===== config.mk =====
export PLATFORM = sky130hd
export DESIGN_NAME = usb_ep_buffer
export DESIGN_NICKNAME = d
export VERILOG_FILES = /design/src/rtl/usb_ep_buffer.sv
export SDC_FILE = /design/constraint.sdc
export NUM_CORES = 2
export LEC_CHECK = 0
export CAP_MARGIN = 20
export CORE_UTILIZATION = 40
export CTS_CLUSTER_SIZE = 10
export DETAILED_ROUTE_END_ITERATION = 10
export DONT_BUFFER_PORTS = 1
export MAX_ROUTING_LAYER = met4
export SETUP_SLACK_MARGIN = 0.2
export SYNTH_ARGS = -nofsm -noshare
export SYNTH_HDL_FRONTEND = slang
export SYNTH_SLANG_ARGS = --single-unit
export TNS_END_PERCENT = 10

===== constraint.sdc =====
create_clock -name clk -period 3.9 [get_ports clk]
set_clock_uncertainty 0.15 [all_clocks]
set_input_delay 0.78 -clock clk [delete_from_list [all_inputs] [get_ports clk]]
set_output_delay 0.78 -clock clk [all_outputs]
set_load 0.03 [all_outputs]

===== src/rtl/usb_ep_buffer.sv =====
// Multi-endpoint USB data buffer: NUM_EP independent circular FIFOs shared by a host
// side and a USB side, with per-endpoint occupancy, full/empty and sticky error flags.
module usb_ep_buffer #(
    parameter int unsigned NUM_EP = 4,
    parameter int unsigned DEPTH  = 64,
    parameter int unsigned DATA_W = 8,
    localparam int unsigned OCC_W = $clog2(DEPTH + 1),
    localparam int unsigned EP_W  = (NUM_EP > 1) ? $clog2(NUM_EP) : 1
) (
    input  logic                    clk,
    input  logic                    rst,
    input  logic [EP_W-1:0]         host_ep,
    input  logic                    store_tx_data,
    input  logic [DATA_W-1:0]       tx_data,
    input  logic                    get_rx_data,
    output logic [DATA_W-1:0]       rx_data,
    input  logic                    clear,
    input  logic [EP_W-1:0]         usb_ep,
    input  logic                    store_rx_packet_data,
    input  logic [DATA_W-1:0]       rx_packet_data,
    input  logic                    get_tx_packet_data,
    output logic [DATA_W-1:0]       tx_packet_data,
    input  logic                    flush,
    input  logic                    err_clr,
    output logic [OCC_W-1:0]        host_occupancy,
    output logic [OCC_W-1:0]        buffer_occupancy,
    output logic [NUM_EP*OCC_W-1:0] occupancy_all,
    output logic [NUM_EP-1:0]       empty,
    output logic [NUM_EP-1:0]       full,
    output logic [NUM_EP-1:0]       ovf_err,
    output logic [NUM_EP-1:0]       udf_err
);

    localparam int unsigned PTR_W  = $clog2(DEPTH);
    localparam int unsigned ADDR_W = EP_W + PTR_W;

    logic [DATA_W-1:0] mem_q [NUM_EP*DEPTH];

    logic [PTR_W-1:0]  wptr_q  [NUM_EP];
    logic [PTR_W-1:0]  wptr_d  [NUM_EP];
    logic [PTR_W-1:0]  rptr_q  [NUM_EP];
    logic [PTR_W-1:0]  rptr_d  [NUM_EP];
    logic [OCC_W-1:0]  count_q [NUM_EP];
    logic [OCC_W-1:0]  count_d [NUM_EP];
    logic [NUM_EP-1:0] ovf_q, ovf_d, udf_q, udf_d;

    logic [NUM_EP-1:0] host_hit, usb_hit;
    logic [NUM_EP-1:0] wr_h, wr_u, pop_h, pop_u;
    logic [NUM_EP-1:0] wr_ok, pop_ok, ovf_set, udf_set, ep_rst, mem_we;
    logic [DATA_W-1:0] wdata [NUM_EP];

    // Endpoint decode; out-of-range selects match nothing
    always_comb begin
        host_hit = '0;
        usb_hit  = '0;
        for (int e = 0; e < NUM_EP; e++) begin
            host_hit[e] = (host_ep == EP_W'(e));
            usb_hit[e]  = (usb_ep == EP_W'(e));
        end
    end

    assign wr_h  = store_tx_data        ? host_hit : '0;
    assign wr_u  = store_rx_packet_data ? usb_hit  : '0;
    assign pop_h = get_rx_data          ? host_hit : '0;
    assign pop_u = get_tx_packet_data   ? usb_hit  : '0;

    // Arbitration: USB side wins same-endpoint conflicts; a pop frees room for a write at full
    always_comb begin
        wr_ok   = '0;
        pop_ok  = '0;
        ovf_set = '0;
        udf_set = '0;
        ep_rst  = '0;
        mem_we  = '0;
        for (int e = 0; e < NUM_EP; e++) begin
            wdata[e]   = wr_u[e] ? rx_packet_data : tx_data;
            ep_rst[e]  = (clear && host_hit[e]) || (flush && usb_hit[e]);
            pop_ok[e]  = (pop_h[e] || pop_u[e]) && (count_q[e] != '0);
            wr_ok[e]   = (wr_h[e] || wr_u[e]) && ((count_q[e] != OCC_W'(DEPTH)) || pop_ok[e]);
            ovf_set[e] = (wr_h[e] && wr_u[e]) || ((wr_h[e] || wr_u[e]) && !wr_ok[e]);
            udf_set[e] = (pop_h[e] && pop_u[e]) || ((pop_h[e] || pop_u[e]) && !pop_ok[e]);
            mem_we[e]  = wr_ok[e] && !ep_rst[e];
        end
    end

    always_comb begin
        wptr_d  = wptr_q;
        rptr_d  = rptr_q;
        count_d = count_q;
        ovf_d   = ovf_q;
        udf_d   = udf_q;
        for (int e = 0; e < NUM_EP; e++) begin
            if (ep_rst[e]) begin
                wptr_d[e]  = '0;
                rptr_d[e]  = '0;
                count_d[e] = '0;
                ovf_d[e]   = 1'b0;
                udf_d[e]   = 1'b0;
            end else begin
                wptr_d[e]  = wptr_q[e] + PTR_W'(wr_ok[e]);
                rptr_d[e]  = rptr_q[e] + PTR_W'(pop_ok[e]);
                count_d[e] = count_q[e] + OCC_W'(wr_ok[e]) - OCC_W'(pop_ok[e]);
                ovf_d[e]   = ovf_set[e] || (ovf_q[e] && !err_clr);
                udf_d[e]   = udf_set[e] || (udf_q[e] && !err_clr);
            end
        end
    end

    always_ff @(posedge clk or posedge rst) begin
        if (rst) begin
            for (int e = 0; e < NUM_EP; e++) begin
                wptr_q[e]  <= '0;
                rptr_q[e]  <= '0;
                count_q[e] <= '0;
            end
            ovf_q <= '0;
            udf_q <= '0;
        end else begin
            wptr_q  <= wptr_d;
            rptr_q  <= rptr_d;
            count_q <= count_d;
            ovf_q   <= ovf_d;
            udf_q   <= udf_d;
        end
    end

    // Storage is deliberately not reset
    always_ff @(posedge clk) begin
        for (int e = 0; e < NUM_EP; e++) begin
            if (mem_we[e]) mem_q[ADDR_W'({EP_W'(e), wptr_q[e]})] <= wdata[e];
        end
    end

    always_comb begin
        rx_data          = '0;
        tx_packet_data   = '0;
        host_occupancy   = '0;
        buffer_occupancy = '0;
        occupancy_all    = '0;
        empty            = '0;
        full             = '0;
        for (int e = 0; e < NUM_EP; e++) begin
            occupancy_all[e*OCC_W +: OCC_W] = count_q[e];
            empty[e] = (count_q[e] == '0);
            full[e]  = (count_q[e] == OCC_W'(DEPTH));
            if (host_hit[e]) begin
                host_occupancy = count_q[e];
                if (count_q[e] != '0) rx_data = mem_q[ADDR_W'({EP_W'(e), rptr_q[e]})];
            end
            if (usb_hit[e]) begin
                buffer_occupancy = count_q[e];
                if (count_q[e] != '0) tx_packet_data = mem_q[ADDR_W'({EP_W'(e), rptr_q[e]})];
            end
        end
    end

    assign ovf_err = ovf_q;
    assign udf_err = udf_q;

endmodule


# After elaboration in Yosys (flattened, before gate mapping)
# Memories as Yosys holds them, arrays and structs flattened.
# Cells that the tools add are included.
[word_totals] ff_bits=84 ramBits=2048 input_bits=29 word_cells=203 n_memories=1
[classes] n_addsub=16 n_eq_ne=14 mux=59 n_reduce_logical=99
[mem_list] memory="mem_q" depth=256 word_bits=8 rd=4 rd_clocked_by_memory_dff=0 write_ports=4 line="37" text="logic [DATA_W-1:0] mem_q [NUM_EP*DEPTH];"
[ops] op="$mux W8" count=19
[ops] op="$mux W7" count=12
[ops] op="$add A6 B1 Y6" count=8
[ops] op="$mux W6" count=8
[ops] op="$logic_and A1 B1 Y1" count=44
[ops] op="$logic_or A1 B1 Y1" count=32
[ops] op="$add A7 B1 Y7" count=4
[ops] op="$eq A7 B7 Y1 const B" count=4
[ops] op="$logic_not A7 Y1" count=4
[ops] op="$ne A7 B7 Y1 const B" count=4
[ops] op="$reduce_bool A7 Y1" count=4
[ops] op="$sub A7 B1 Y7" count=4
[ops] op="$mux W1" count=16
[ops] op="$mux W4" count=4
[ops] op="$logic_not A1 Y1" count=13
[ops] op="$eq A2 B2 Y1 const B" count=4
[ops] op="$eq A2 B1 Y1 const B" count=2
[ops] op="$logic_not A2 Y1" count=2

# Depth between registers and ports, before layout
[depth] word_depth=11 mapped_depth=18 mapped_depth_nobuf=18

# Least setup slack after synthesis
# Ideal clock, no wire load.
[synth_timing] kind="flip-flop to flip-flop" startpoint="register count_q (netlist bit occupancy_all[16])" endpoint="register count_q (netlist bit occupancy_all[20])" arrival_ns=4.128 path_slack_ns=-0.456 path_stages_with_launch=18 path_buffers=0 period_less_slack_ns=4.356 path_cell_list="dfrtp_1 inv_1 ha_1 nand2_1 nor4_1 nor2_1 ha_1 inv_1 ha_1 inv_1 fa_1 inv_1 a21oi_1 nor2_1 o21ai_0 a21oi_1 or3_1 a21oi_1"
[synth_lines] item="start: declaration" line="43" text="logic [OCC_W-1:0] count_q [NUM_EP];"
[synth_lines] item="start signal: assignment" line="121" text="count_q <= count_d;"

# Worst setup path in the final report
[layout_timing] startpoint="register rptr_q[12] (netlist name)" endpoint="output rx_data[4]"
[layout_via] elab_chain_len=7
[layout_rtl] item="start: declaration" line="41" text="logic [PTR_W-1:0] rptr_q [NUM_EP];"
[layout_rtl] item="start signal: assignment" line="120" text="rptr_q <= rptr_d;"
[layout_rtl] item="$mem_v2 Z256 W8 *"
[layout_rtl] item="$mux W8 *" line="148" text="if (count_q[e] != '0) rx_data = mem_q[ADDR_W'({EP_W'(e), rptr_q[e]})];"
[layout_rtl] item="$mux W8 *" line="146" text="if (host_hit[e]) begin"
[layout_rtl] item="$mux W8" line="148"
[layout_rtl] item="$mux W8 *" line="146"
[layout_rtl] item="$mux W8" line="148"
[layout_rtl] item="$mux W8 *" line="146"
[layout_rtl] item="end: declaration" line="16" text="output logic [DATA_W-1:0] rx_data,"
# Every way passes the cells marked *; elsewhere a longest branch is shown, timed or not.

==> qor.yml <==
power:
  leakage_nw: 32.91
  pwr_density_cell_nw_per_um2: 636.2
  worst_ir_drop_vdd_uv: 448.3
cts:
  cts-htree-levels: 4
  clk_root_buffer_cell: "clkbuf_16"
  path_clk_slew_ns: 0.06
  clock_tree.buffer_depth: 3
  insertion_delay_ns: 0.86
  cts_num_sinks: 2132
  tritoncts_clock_tree: "built"
  cts_made_buffers: 237
grt:
  grt_pass1_vias: 45478
  grt_pass1_wl_um: 326100
  groute.usage.overall: 0.2145
  grt_start_max_net_pins: 65
  number_of_antenna_violations_at_the_first_check_in_global_routing: 8
  grt_overflow_total: 0
place:
  detailed_place_hpwl_um: 151500
  gpl.final_weighted_congestion: 0.9426
  port_buffers: 0
  standard_cell_area_after_detailed_placement_um2: 94150
finish:
  final_design_area_no_fill_um2: 102000
  synthToLayoutAreaGrowth_pct: 19.08
  proportion_of_layout_cells_with_a_drive_suffix_above_1: 0.3200
  fin_nets: 5073
  filler_cell_count_in_the_final_layout: 17335
  finish.utilization: 0.4799
critical_path:
  timing.setup.critical_path_class: "flop to output port"
  cp-start-kind: "flop"
  worst-path-max-fanout: 6
  cp.required_ns: 2.97
  critical_path.startpoint: "rptr_q[12]$_DFF_PP0_"
  r2r_start: "occupancy_all[26]$_DFF_PP0_"
  worstSetupEndpointType: "output port"
  timing.critical_path.arrival_ns: 3.91
timing:
  report.final.slew_viol_count: 0
  maximum_clock_frequency_mhz: 206.7
  worst_slew_margin_rel: 0.3796
  rsz_0062_raised_after_global_routing: "yes"
  report.final.setup_viol: 16
  final_period_minus_worst_setup_slack_ns: 4.838
  final_critical_path_setup_slack_ns: -0.9379
  fin_tns_setup_ns: -13.94
  max_slew.worst_pin.slew_ns: 0.9306
  final-hold-violation-count: 0
  timing.final.crit_share: 1.240
floorplan:
  core_area_um2: 212500
  die_w_um: 464.7
  io_pins: 103
  start_util: 0.4030
  rows: 169
  die_height_um: 464.7
  design.die.area_um2: 215900
detailed_routing:
  drcViolationCount: 0
  detailroute.via_count: 44682
  routed_via_density: 5.608
  ant_nets: 0
  wl_per_cell_um: 28.10
  detail_route.wirelength_um: 223900
  drt-pass1-iter-count: 6
  dr.first_iter.drc_count: 4744
synth:
  synth_flop_type: "edfxtp_1"
  postSynthNetCount: 4381
  post-synth-top-area-fraction: 0.7181
  ys_warn_count: 0
  syn_area_um2: 85640
  post_synth_num_cell_types: 65
  synth_enable_flop_cells: 2048
  synth_top_cells_by_area: "edfxtp_1 72%, mux4_2 15%, dfrtp_1 2.5%"
  postSynthRegisterBits: 2132
  gate_count_after_technology_mapping: 4296
  fraction_of_registers_with_async_set_reset: 0.03940
  synth_area_leader_cell: "edfxtp_1"
  synth_sequential_area_ratio: 0.7427
  synth_area_per_cell_um2: 19.93
worst_hold_path:
  min-delay-path-class: "primary input to flop"
  worst_min_path_start: "get_rx_data"
status:
  status: "complete, but fails checks"
  violations_in_the_final_reports: "setup timing"
flow_run:
  maxCapViolations: 0
==> synth_stat cells, types with 4 or more instances <==
master and count:
nand2b_1 41, and2_1 32, dfrtp_1 84, maj3_1 4
inv_1 51, mux4_2 562, a221oi_1 13, a31oi_1 19
o211ai_1 7, buf_2 69, buf_4 23, ha_1 52
nor2_1 373, o21bai_1 4, xnor2_1 22, o2111ai_1 5
o32a_1 4, nand4_1 19, o22ai_1 22, mux2i_1 90
a21oi_1 51, a22oi_1 29, clkbuf_1 111, nor2b_1 38
buf_1 25, fa_1 4, a211oi_1 16, nand3b_1 6
nor3b_1 7, o221ai_1 19, or3_1 18, a22o_1 10
nor3_1 23, nand3_1 71, a21o_1 5, or2_2 13
edfxtp_1 2048, o21ai_0 38, a41oi_1 6, nand2_1 148
mux2_2 46, xor2_1 22
==> flip-flops by register name, indices dropped and copies added (netlist names) <==
signal and flops:
mem_q 2048, occupancy_all 28, rptr_q 24, ovf_err 4
wptr_q 24, udf_err 4
==> final cells by class <==
class	instances	area, µm²	share of cell area
Sequential cell	2132	63640	0.6241
Multi-Input combinational cell	1880	21210	0.2080
Clock buffer	373	6481	0.06356
Timing Repair Buffer	683	6465	0.06340
Tap cell	2821	3530	0.03461
Clock inverter	22	431.7	0.004233
Inverter	54	207.7	0.002037
Antenna cell	3	7.507	0.00007362
==> report_power, final <==
part	internal, mW	switching [mW]	total, mW
Clock	11.4	8.75	20.2
Combinational	9.11	9.54	18.7
Sequential	25.6	0.395	26.0
Total	46.2	18.7	64.9
==> kinds of logic (layout without fill, tap and decap cells) <==
group,count (synthesis),count (layout),synth area share
mux,698,698,0.1644
other cells,0,3,0
flops,2132,2132,0.7427
fa+ha+maj,60,60,0.009000
xor+xnor,44,44,0.004500
compound gates,277,277,0.02235
simple gates,801,801,0.04246
buf+inv,284,1132,0.01464
==> stage by stage <==
step / std cells / hold slack [ns] / power [mW] / setup slack, ns
floorplan: 4296 / 0.4028 / 37.07 / 0.1666
global placement: 7544 / 0.4224 / 44.37 / -0.9181
detailed placement: 7546 / 0.4301 / 44.52 / -0.3681
CTS: 7959 / 0.007521 / 65.26 / -1.030
global route: 7967 / 0.04586 / 67.17 / -1.048
finish: 7968 / 0.08185 / 64.87 / -0.9379
==> per-layer routing <==
metal,vias up,share of wire,GRT usage
li1,18913,-,-
met5,-,0,-
met1,23718,0.40,0.2756
met2,1609,0.50,0.3440
met3,442,0.057,0.03051
met4,0,0.045,0.08745
==> layout by cell type (no fill, tap or decap), types with 7 or more instances in the layout <==
cell and n:
edfxtp_1 2048, buf_4 568, mux4_2 562, nor2_1 368, clkbuf_16 238, nand2_1 142
clkbuf_1 132, buf_12 90, mux2i_1 83, dfrtp_1 71, nand3_1 70, ha_1 51
inv_1 48, mux2_2 46, a21oi_1 45, nand2b_1 40, nor2b_1 38, o21ai_0 32
and2_1 30, a22oi_1 25, nor3_1 23, xor2_1 22, xnor2_1 22, o22ai_1 20
o221ai_1 19, nand4_1 19, or3_1 17, a31oi_1 15, a211oi_1 15, or2_2 13
buf_6 11, a22o_1 10, dfrtp_4 9, clkinv_16 8, o211ai_1 7, a221oi_1 7
nor3b_1 7
==> repair_timing <==
action | in CTS | in global routing
gates cloned | 2 | 0
endpoints found under the setup margin | 21 | 19
resized for setup | 65 | 47
hold buffers | 6 | 0
pin swaps | 12 | 17
endpoints found under the hold margin | 50 | 0
buffers inserted | 10 | 0
==> worst paths after layout <==
check,cells past startpoint,slack (ns),endpoint
max,8,-0.94,rx_data[4]
min,3,0.08,udf_err[3]$_DFF_PP0_
max reg2reg,20,0.34,occupancy_all[27]$_DFF_PP0_
min reg2reg,2,0.46,wptr_q[9]$_DFF_PP0_
max in group asynchronous,3,2.26,occupancy_all[14]$_DFF_PP0_
min in group asynchronous,2,0.48,rptr_q[23]$_DFF_PP0_
==> worst max-delay path: stages (launching register included) <==
cell and delay, ns:
dfrtp_4 0.47, buf_12 0.15, mux4_2 0.51, mux4_2 0.53, o211ai_1 0.34, o31ai_4 0.17
buf_6 0.17, mux4_2 0.50, buf_12 0.18
No activity file was read; power rests on OpenSTA's default activity.
